===== config.mk =====
export PLATFORM = sky130hd
export DESIGN_NAME = alu_iter
export DESIGN_NICKNAME = d
export VERILOG_FILES = /design/src/rtl/alu_iter.sv
export SDC_FILE = /design/constraint.sdc
export NUM_CORES = 1
export LEC_CHECK = 0
export ABC_AREA = 0
export CAP_MARGIN = 20
export CORE_MARGIN = 5
export CORE_UTILIZATION = 40
export DETAILED_ROUTE_END_ITERATION = 12
export HOLD_SLACK_MARGIN = 0.15
export PLACE_DENSITY = 0.71
export SKIP_LAST_GASP = 1
export SLEW_MARGIN = 20
export SYNTH_ARGS = -nofsm -noshare
export SYNTH_HDL_FRONTEND = slang
export SYNTH_SLANG_ARGS = --single-unit

===== constraint.sdc =====
create_clock -name i_clk_n -period 3.1 [get_ports i_clk_n]
set_input_delay 0.62 -clock i_clk_n [delete_from_list [all_inputs] [get_ports i_clk_n]]
set_output_delay 0.62 -clock i_clk_n [all_outputs]
set_load 0.01 [all_outputs]

===== src/rtl/alu_iter.sv =====
// Integer ALU with iterative shifter: add/sub, compares and logic ops finish in one edge.
// Shifts by S>0 take ceil(S/SHIFT_STEP) edges after acceptance; o_busy high meanwhile.
// While o_busy=1, i_start is ignored (no queueing); state updates on falling edge of i_clk_n.
module alu_iter #(
  parameter int XLEN       = 32,
  parameter int SHIFT_STEP = 4
) (
  input  logic            i_clk_n,
  input  logic            i_rst,
  input  logic            i_start,
  input  logic [XLEN-1:0] i_in_a,
  input  logic [XLEN-1:0] i_in_b,
  input  logic [2:0]      i_funct3,
  input  logic [6:0]      i_funct7,
  input  logic            i_alu_imm,
  input  logic            i_word,
  output logic            o_busy,
  output logic            o_valid,
  output logic [XLEN-1:0] o_alu_out
);

  // Remaining-count width holds both the largest shift amount and SHIFT_STEP itself.
  localparam int LOG2 = $clog2(XLEN);
  localparam int RW   = LOG2 + 1;
  localparam logic [RW-1:0]   STEP = RW'(SHIFT_STEP);
  localparam logic [XLEN-1:0] LO32 = XLEN'(32'hFFFF_FFFF);

  localparam logic [2:0] F3_ADD  = 3'b000;
  localparam logic [2:0] F3_SLL  = 3'b001;
  localparam logic [2:0] F3_SLT  = 3'b010;
  localparam logic [2:0] F3_SLTU = 3'b011;
  localparam logic [2:0] F3_XOR  = 3'b100;
  localparam logic [2:0] F3_SR   = 3'b101;
  localparam logic [2:0] F3_OR   = 3'b110;
  localparam logic [2:0] F3_AND  = 3'b111;

  typedef enum logic {ST_IDLE, ST_SHIFT} state_t;
  typedef enum logic [1:0] {SH_LL, SH_RL, SH_RA} shop_t;

  // Sign-extend the low 32 bits to the full datapath width.
  function automatic logic [XLEN-1:0] f_sext32(input logic [XLEN-1:0] x);
    logic signed [31:0] v;
    v = x[31:0];
    return XLEN'(v);
  endfunction

  state_t          r_state;
  shop_t           r_shop;
  logic            r_word;
  logic            r_busy;
  logic            r_valid;
  logic [XLEN-1:0] r_alu_out;
  logic [XLEN-1:0] r_work;
  logic [RW-1:0]   r_rem;

  logic            w_accept;
  logic            w_word;
  logic            w_is_shift;
  logic            w_multi;
  logic            w_sub;
  shop_t           w_shop;
  logic [RW-1:0]   w_shamt;
  logic [XLEN-1:0] w_sum;
  logic [XLEN-1:0] w_a_sext;
  logic [XLEN-1:0] w_work_init;
  logic [XLEN-1:0] w_result;

  logic [RW-1:0]   w_step;
  logic [XLEN-1:0] w_work_nxt;
  logic            w_last;
  logic [XLEN-1:0] w_final;

  // Decode the incoming request and compute every single-cycle result.
  always_comb begin
    w_accept    = i_start && !r_busy && (r_state == ST_IDLE);
    w_is_shift  = (i_funct3 == F3_SLL) || (i_funct3 == F3_SR);
    w_word      = (XLEN == 64) && i_word &&
                  ((i_funct3 == F3_ADD) || w_is_shift);
    w_sub       = !i_alu_imm && (i_funct7 == 7'b0100000);
    w_shop      = (i_funct3 == F3_SLL) ? SH_LL :
                  (i_funct7[5] ? SH_RA : SH_RL);
    w_shamt     = w_word ? RW'(i_in_b[4:0]) : RW'(i_in_b[LOG2-1:0]);
    w_multi     = w_is_shift && (w_shamt != '0);
    w_sum       = w_sub ? (i_in_a - i_in_b) : (i_in_a + i_in_b);
    w_a_sext    = f_sext32(i_in_a);

    // Word-mode right shifts run on a 64-bit register pre-filled so that bit 31
    // receives zeros (logical) or copies of bit 31 (arithmetic).
    w_work_init = i_in_a;
    if (w_word) begin
      if (w_shop == SH_RL) begin
        w_work_init = i_in_a & LO32;
      end else if (w_shop == SH_RA) begin
        w_work_init = w_a_sext;
      end
    end

    w_result = '0;
    case (i_funct3)
      F3_ADD:  w_result = w_word ? f_sext32(w_sum) : w_sum;
      F3_SLL,
      F3_SR:   w_result = w_word ? w_a_sext : i_in_a;
      F3_SLT:  w_result = XLEN'($signed(i_in_a) < $signed(i_in_b));
      F3_SLTU: w_result = XLEN'(i_in_a < i_in_b);
      F3_XOR:  w_result = i_in_a ^ i_in_b;
      F3_OR:   w_result = i_in_a | i_in_b;
      F3_AND:  w_result = i_in_a & i_in_b;
      default: w_result = '0;
    endcase
  end

  // One shift step of at most SHIFT_STEP bits on the captured work register.
  always_comb begin
    w_step     = (r_rem < STEP) ? r_rem : STEP;
    w_last     = (r_rem <= STEP);
    w_work_nxt = r_work;
    case (r_shop)
      SH_LL:   w_work_nxt = r_work << w_step;
      SH_RL:   w_work_nxt = r_work >> w_step;
      SH_RA:   w_work_nxt = $signed(r_work) >>> w_step;
      default: w_work_nxt = r_work;
    endcase
    w_final = r_word ? f_sext32(w_work_nxt) : w_work_nxt;
  end

  // Control FSM: single-cycle ops retire at acceptance, shifts iterate in ST_SHIFT.
  always_ff @(negedge i_clk_n) begin
    if (i_rst) begin
      r_state   <= ST_IDLE;
      r_shop    <= SH_LL;
      r_word    <= 1'b0;
      r_busy    <= 1'b0;
      r_valid   <= 1'b0;
      r_alu_out <= '0;
      r_work    <= '0;
      r_rem     <= '0;
    end else begin
      r_valid <= 1'b0;
      case (r_state)
        ST_IDLE: begin
          if (w_accept) begin
            if (w_multi) begin
              r_work  <= w_work_init;
              r_rem   <= w_shamt;
              r_shop  <= w_shop;
              r_word  <= w_word;
              r_busy  <= 1'b1;
              r_state <= ST_SHIFT;
            end else begin
              r_alu_out <= w_result;
              r_valid   <= 1'b1;
            end
          end
        end
        ST_SHIFT: begin
          r_work <= w_work_nxt;
          r_rem  <= r_rem - w_step;
          if (w_last) begin
            r_alu_out <= w_final;
            r_valid   <= 1'b1;
            r_busy    <= 1'b0;
            r_rem     <= '0;
            r_state   <= ST_IDLE;
          end
        end
        default: begin
          r_busy  <= 1'b0;
          r_state <= ST_IDLE;
        end
      endcase
    end
  end

  assign o_busy    = r_busy;
  assign o_valid   = r_valid;
  assign o_alu_out = r_alu_out;

endmodule


After elaboration in Yosys (flattened, before gate mapping)
Index checks and enable logic that the tools add are counted.
{"block": "word_totals", "input_bits": 79, "memories": 0, "out_inout_bits": 34, "latch_bits": 0, "romBits": 0, "register_bits": 75, "ram_bits": 0}
{"block": "op_classes", "n_eq_ne": 14, "n_reduce_logical": 15, "n_mux": 29, "order_cmp": 4, "n_addsub": 3, "shift": 3, "n_div": 0, "bitwise": 4, "multipliers": 0}
{"cell": "case mux 32 bit (7 select lines)", "n": 1}
{"cell": "two-way mux 32 bit", "n": 6}
{"cell": "case mux 32 bit (2 select lines)", "n": 2}
{"cell": "case mux 32 bit (3 select lines)", "n": 1}
{"cell": "< comparator 32 bit", "n": 2}
{"cell": "adder 32 bit", "n": 1}
{"cell": "AND 32 bit", "n": 1}
{"cell": "bitwise OR 32 bit", "n": 1}
{"cell": "<< shifter 32 x 6 -> 32 bit", "n": 1}
{"cell": ">> shifter 32 x 6 -> 32 bit", "n": 1}
{"cell": ">>> shifter 32 x 6 -> 32 bit", "n": 1}
{"cell": "subtractor 32 bit", "n": 1}
{"cell": "bitwise XOR 32 bit", "n": 1}
{"cell": "two-way mux 6 bit", "n": 4}
{"cell": "== test 3 bit (second input constant)", "n": 4}
{"cell": "case mux 6 bit (2 select lines)", "n": 1}
{"cell": "two-way mux 1 bit", "n": 9}
{"cell": "AND reduction 3 bit", "n": 3}
{"cell": "== test 7 x 6 -> 1 bit (second input constant)", "n": 1}
{"cell": "== test 3 x 2 -> 1 bit (second input constant)", "n": 2}
{"cell": "less-or-equal comparator 6 x 3 -> 1 bit (second input constant)", "n": 1}
{"cell": "< comparator 6 x 3 -> 1 bit (second input constant)", "n": 1}
{"cell": "!= test 2 bit (second input constant)", "n": 3}
{"cell": "case mux 1 bit (2 select lines)", "n": 3}
{"cell": "other kinds (15)", "n": 20}

Depth between registers and ports, before layout
Gate-level depths: netlist (run 1).
{"block": "depth", "depth_word": 7, "mapped_depth": 13}

==> results of run 1 <==
## Yosys cell counts (11+ instances only)
| cell type | count |
|---|---|
| nor2_1 | 187 |
| nand2_1 | 181 |
| a21oi_1 | 148 |
| o21ai_0 | 114 |
| clkbuf_1 | 112 |
| inv_1 | 111 |
| ha_1 | 98 |
| dfxtp_1 | 75 |
| nor3_1 | 48 |
| a211oi_1 | 44 |
| nand3_1 | 34 |
| mux2i_1 | 33 |
| mux4_2 | 32 |
| a221oi_1 | 29 |
| a311oi_1 | 28 |
| a31oi_1 | 27 |
| o211ai_1 | 25 |
| buf_2 | 19 |
| buf_1 | 18 |
| a21o_1 | 15 |
| nand4_1 | 15 |
| xnor2_1 | 15 |
| nand2b_1 | 14 |
| nor2b_1 | 14 |
| nor4_1 | 14 |
| o31ai_1 | 14 |
| and2_1 | 13 |
| and3_1 | 13 |
| o221ai_1 | 13 |
| nand3b_1 | 12 |
| or3_1 | 11 |
## registers in the layout (all words and copies together), names as in the netlist
register   flops
o_alu_out     32
o_busy         1
o_valid        1
r_rem          6
r_shop         2
r_state        1
r_work        32
## layout make-up
| cell class | instances | area, um^2 | area share |
|---|---|---|---|
| clock buffer | 9 | 225 | 0.0118 |
| clock inverter | 82 | 354 | 0.0185 |
| inverter | 111 | 477 | 0.0250 |
| multi-input combinational | 1323 | 10700 | 0.560 |
| sequential | 75 | 1500 | 0.0787 |
| tap | 384 | 480 | 0.0252 |
| timing repair buffer | 623 | 5360 | 0.281 |
## layout by cell type (no fill, tap or decap), types with 26 or more instances in the layout
master	instances
inv_1	133
a21oi_2	28
nand2_1	166
inv_2	41
a21oi_1	110
dfxtp_1	74
nor3_1	39
ha_4	32
buf_4	438
a211oi_1	33
clkdlybuf4s50_1	53
o21ai_1	26
mux4_2	32
nand3_1	30
ha_1	62
buf_6	59
mux2i_1	32
o21ai_0	73
nor2_1	171
## where the power goes
part / internal [mW] / switching, mW
sequential: 1.04 / 0.123
combinational: 1.50 / 1.63
clock: 0.763 / 0.796
total: 3.31 / 2.55
## worst min-delay path by stage
| stage | endpoint | slack, ps |
|---|---|---|
| 6_report | o_alu_out[7]$_SDFFE_NP0P_ | 460 |
| 3_5_place_dp | o_alu_out[4]$_SDFFE_NP0P_ | 450 |
| 5_1_grt | o_alu_out[7]$_SDFFE_NP0P_ | 500 |
| 4_1_cts | o_alu_out[4]$_SDFFE_NP0P_ | 460 |
| 2_1_floorplan | o_alu_out[9]$_SDFFE_NP0P_ | 480 |
| 3_3_place_gp | o_alu_out[4]$_SDFFE_NP0P_ | 450 |
## cells by family (layout without fill, tap and decap cells)
logic type | Yosys count | after routing | synth area share
simple gates | 575 | 576 | 0.230
compound gates | 553 | 553 | 0.319
buf+inv | 271 | 825 | 0.0942
fa+ha+maj | 100 | 100 | 0.110
flops | 75 | 75 | 0.131
mux | 73 | 73 | 0.101
xor+xnor | 19 | 19 | 0.0145
other cells | 2 | 2 | 0.000655
## repair_timing
item,4_1_cts,5_1_grt
gates resized for setup,309,212
setup endpoints to repair,109,109
pin swaps,107,137
buffers inserted,52,38
hold buffers,0,0
gates cloned,6,1
## tightest hold or removal path, stage by stage (launching register included)
cell     delay (ps)
dfxtp_1         310
nand2_1          50
a21oi_1          50
## per-layer routing
layer	part of all wire	up-vias	global-route usage
met5	0	-	0
met4	0.057	0	0.158
met3	0.11	254	0.0669
met2	0.45	1116	0.543
met1	0.38	7756	0.455
li1	-	7195	-
## metrics by stage
step | cell area (um^2) | setup slack [ps] | hold slack, ps | power (mW) | util
floorplan | 12200 | -1440 | 476 | 2.65 | -
global placement | 16300 | -2340 | 449 | 3.83 | 0.571
detailed placement | 16300 | -2400 | 450 | 3.86 | 0.571
CTS | 18100 | -1590 | 461 | 5.51 | 0.636
global route | 19100 | -1560 | 499 | 6.14 | 0.669
finish | 19100 | -1480 | 458 | 5.86 | 0.669
==> impl_metrics.tcl, run 1 <==
set metrics [dict create \
    status "complete, but fails checks" \
    violations "setup timing" \
    rsz0062_at_grt "true" \
    critPathTopFamily "compound AO/OA/AOI/OAI gates" \
    synth_edf_count 0 \
    cts.sinks 75 \
    worstSetupStartpointType "primary input" \
    cp.arrival_ps 3340 \
    ir_drop_mv 0.337 \
    relSlewSlack 0.467 \
    powerDensity_nw_per_um2 307 \
    cp.buffers_inverters 4 \
    syn_avg_cell_area_um2 6.88 \
    synth_nets 1847 \
    grt_pass1_vias 15500 \
    slowest_delay_ps 540 \
    min-delay-start "o_alu_out[7]$_SDFFE_NP0P_" \
    crit_type "primary input to register" \
    synthCells 1668 \
    async_flop_share 0 \
    die_h_um 179 \
    clock_latency_ps 420 \
    io_pins 113 \
    synth_seq_cells 75 \
    n_fill_cell 2327 \
    grt_start_max_net_pins 62 \
    path_clk_slew_ps 40 \
    path_max_fanout 2 \
    die_w_um 179 \
    synthFlopType "dfxtp_1" \
    crit_chain "buf_12 -> inv_12 -> ha_4 -> inv_2 -> fa_2 -> nor2b_4 -> o211ai_1 -> a21boi_4 -> buf_6 -> a31oi_4 -> a2111oi_4 -> o21ai_2 -> a21oi_2 -> or4b_1 -> a311oi_2" \
    rows 62 \
    antenna_found_initial 1 \
    grt_usage 0.344 \
    maxSlewViolCount 0 \
    ff2ff_setup_slack_ps -150 \
    hpwl_mm 42.5 \
    n_antenna_cell 0 \
    portBuffers 111 \
    cts_buffers 9 \
    synth_top_area_share 0.131 \
    yosys_warnings 0 \
    clock_skew_ps 31.1 \
    die-area_um2 32200 \
    drcViolationCount 0 \
    hold_depth 2 \
    worstMarginPinSlew_ps 791 \
    hold_viol 0 \
    layout-drive-gt1-share 0.410 \
    cp_slowest_cell "or4b_1" \
    crit_required_ps 1860 \
    timing.critical_path.from "i_in_a[0]" \
    fin_tns_setup_ps -75590 \
    drt_iter0_markers 2351 \
    grt_pass1_wl_mm 86.8 \
    rr_endpoint "o_alu_out[5]$_SDFFE_NP0P_" \
    hold_class "register to register" \
    routed-via-count 16300 \
    globalRouteOverflowTotal 0 \
    placed_cells 2431 \
    cts_tree "built" \
    synth-seq-area-share 0.131 \
    nets 2397 \
    area_delta_synth_final_pct 66.4 \
    path_depth 15 \
    synth_cell_types 83 \
    synthTopCellsByArea "dfxtp_1 (13%), ha_1 (11%), a21oi_1 (6.5%)" \
    p_leak_nw 8.35 \
    timing.final.ws_setup_ps -1480 \
    syn_area_um2 11500 \
    r2r-start "r_rem[2]$_SDFFE_NP0P_" \
    wire_per_inst_um 22.7 \
    core-area_um2 28500 \
    cts_root_buf "clkbuf_16" \
    setup_viol 109 \
    ant_nets 0 \
    crit_end "o_alu_out[30]$_SDFFE_NP0P_" \
    routed_wl_mm 59.2 \
    synth_top_area_cell "dfxtp_1" \
    vias_per_cell 6.26 \
    dr.pass1.iters 6 \
    layoutNonFillerInstCount 2607 \
    clock_path_buffers 2 \
    h-tree-depth 3 \
    start_util 0.402 \
    gp_congestion 0.997 \
    r2r_cells 12 \
    maxCapViolations 0 \
    crit_path_end_kind "register" \
]
Note: power is estimated with default switching activity, not from simulation.
==> run 2, diff against run 1 <==
SLEW_MARGIN = 10   (was 20)
==> results of run 2 <==
No change in the layout: final DEF, timing and power equal those of run 1.
==> RTL change, RTL diff (settings of run 1) <==
`XLEN`: 32 -> 64.
--- a/src/rtl/alu_iter.sv
+++ b/src/rtl/alu_iter.sv
@@ -4,3 +4,3 @@
 module alu_iter #(
-  parameter int XLEN       = 32,
+  parameter int XLEN       = 64,
   parameter int SHIFT_STEP = 4
Interface: changed (resized i_in_a, i_in_b and o_alu_out); port bits go from 113 to 209. No check against the original RTL was run, so the function may have changed too.
==> RTL change against run 1 <==
The flow still finishes with violations (setup timing). Sequential cell count rose by 66. Count of clock-buffer cells in the layout up 8. Clock skew rose by 0.010 ns. Via count grew 120%. Setup slack got worse by 0.38 ns. Power up 120%. Final area increased by 110%. Hold slack got worse by 0.00089 ns. Wire length increased by 130%. Area after synthesis up 100%. Critical path type unchanged. Largest power group unchanged.
==> RTL change: results <==
set metrics [dict create \
    layout-drive-gt1-share_pct 43.18 \
    critPathMaxFanout 5 \
    grt_pass1_vias 33324 \
    htreeDepth 4 \
    worstHoldEndpoint "o_alu_out[8]$_SDFFE_NP0P_" \
    cp-startpoint "i_in_b[1]" \
    holdWs_ns 0.4569 \
    via_count 35685 \
    clock_latency_ns 0.51 \
    r2r_slack_ns -0.51 \
    synth_common_cells "391 x nand2_1, 385 x a21oi_1, 375 x nor2_1, 288 x o21ai_0, 247 x clkbuf_1" \
    cts_buffers 17 \
    hpwl_mm 102.1 \
    finalSetupViolCount 187 \
    worstPathArrival_ns 3.78 \
    place.port_buffers 208 \
    clock_skew_ns 0.04113 \
    r2r-end "o_alu_out[43]$_SDFFE_NP0P_" \
    synth_area_leaders "dfxtp_1 12%, ha_1 10%, a21oi_1 8.3%" \
    dpl_cell_area_um2 34460 \
    ir_worst_vdd_uv 358.1 \
    gp_congestion 1.078 \
    grt_pass1_wl_mm 198.8 \
    wl_mm 138.5 \
    synth_nets 3930 \
    violations "setup timing" \
    synth_cell_types 90 \
    relSlewSlack_pct 45.77 \
    grt_max_degree 76 \
    outcome "complete, but fails checks" \
    synthArstFlopShare_pct 0 \
    wl_per_cell_um 24.65 \
    grt_usage_pct 39.68 \
    drtIter0Drc 5004 \
    worst_slack_ns -1.859 \
    synth_area_per_cell_um2 6.490 \
    synth_ff_type "dfxtp_1" \
    clkTransAtPathRegs_ns 0.04 \
    antenna_found_initial 6 \
    num-nets-final 5175 \
    min_from "o_alu_out[8]$_SDFFE_NP0P_" \
    cellLeakagePower_nw 17.86 \
    dp_worst_setup_slack_ns -2.956 \
    rr_worst_depth 13 \
    placed_cells 5277 \
    tns_ns -124.91 \
    yosysSeqAreaShare_pct 12.11 \
]
==> RTL change: cell types whose count changed after synthesis, moves of 109 or more <==
cell,delta
a21oi_1,+237
inv_1,+109
nand2_1,+210
clkbuf_1,+135
o211ai_1,+114
nor2_1,+188
o21ai_0,+174
==> RTL change: critical path: stages <==
cell and delay, ns:
buf_8 0.10, clkinvlp_4 0.11, buf_6 0.13, ha_4 0.29
o21bai_4 0.08, o211ai_1 0.31, a311oi_2 0.17, buf_4 0.20
o31ai_4 0.26, nand3_2 0.14, nand2_2 0.11, o211ai_1 0.13
a211o_4 0.43, buf_6 0.16, buf_16 0.14, a21oi_2 0.09
a311o_1 0.19, a31oi_1 0.10
==> RTL change: cells by family (layout without fill, tap and decap cells) <==
| kind of cell | after synthesis | in the layout | synth area share (%) |
|---|---|---|---|
| compound gates | 1419 | 1419 | 39.87 |
| simple gates | 1152 | 1152 | 21.88 |
| buf+inv | 543 | 1801 | 9.049 |
| fa+ha+maj | 195 | 195 | 10.53 |
| flops | 141 | 141 | 12.11 |
| mux | 91 | 91 | 4.675 |
| xor+xnor | 50 | 50 | 1.878 |
| other cells | 1 | 3 | 0.01609 |
==> RTL change: layer usage <==
layer / part of all wire, % / GRT usage, % / wire length, um / up-vias
met5: 0 / 0 / 0 / -
met4: 5.4 / 16.62 / 7506 / 0
met3: 13 / 10.70 / 17760 / 556
met2: 42 / 59.66 / 58630 / 2633
met1: 39 / 53.77 / 54560 / 16803
li1: - / - / - / 15693
==> RTL change: cell type report <==
| cell class | count | area, um2 |
|---|---|---|
| fill | 4602 | 17170 |
| antenna | 2 | 5.005 |
| clock buffer | 17 | 425.4 |
| multi-input combinational | 2908 | 22180 |
| inverter | 225 | 942.2 |
| tap | 765 | 957.2 |
| timing repair buffer | 1403 | 12340 |
| sequential | 141 | 2992 |
| clock inverter | 156 | 691.9 |
==> RTL change: where the power goes <==
group	total (mW)	switching (mW)	leakage [nW]	internal, mW
Sequential	2.32	0.301	1.19	2.02
Clock	2.98	1.66	1.04	1.32
Combinational	7.57	4.07	15.6	3.50
Total	12.9	6.03	17.9	6.84
==> RTL change: timing repair <==
action,in CTS,in global routing
endpoints found under the hold margin,0,0
setup buffers,106,74
gates cloned,9,9
endpoints found under the setup margin,207,207
resized for setup,692,716
pin swaps,308,251
==> RTL change: worst max-delay path by stage <==
stage | to | slack [ns] | depth (start not counted)
CTS | o_alu_out[54]$_SDFFE_NP0P_ | -1.85 | 18
global placement | o_alu_out[41]$_SDFFE_NP0P_ | -2.92 | 17
global route | o_alu_out[48]$_SDFFE_NP0P_ | -1.92 | 18
finish | o_alu_out[42]$_SDFFE_NP0P_ | -1.86 | 18
floorplan | o_alu_out[41]$_SDFFE_NP0P_ | -1.80 | 14
detailed placement | o_alu_out[61]$_SDFFE_NP0P_ | -2.96 | 17
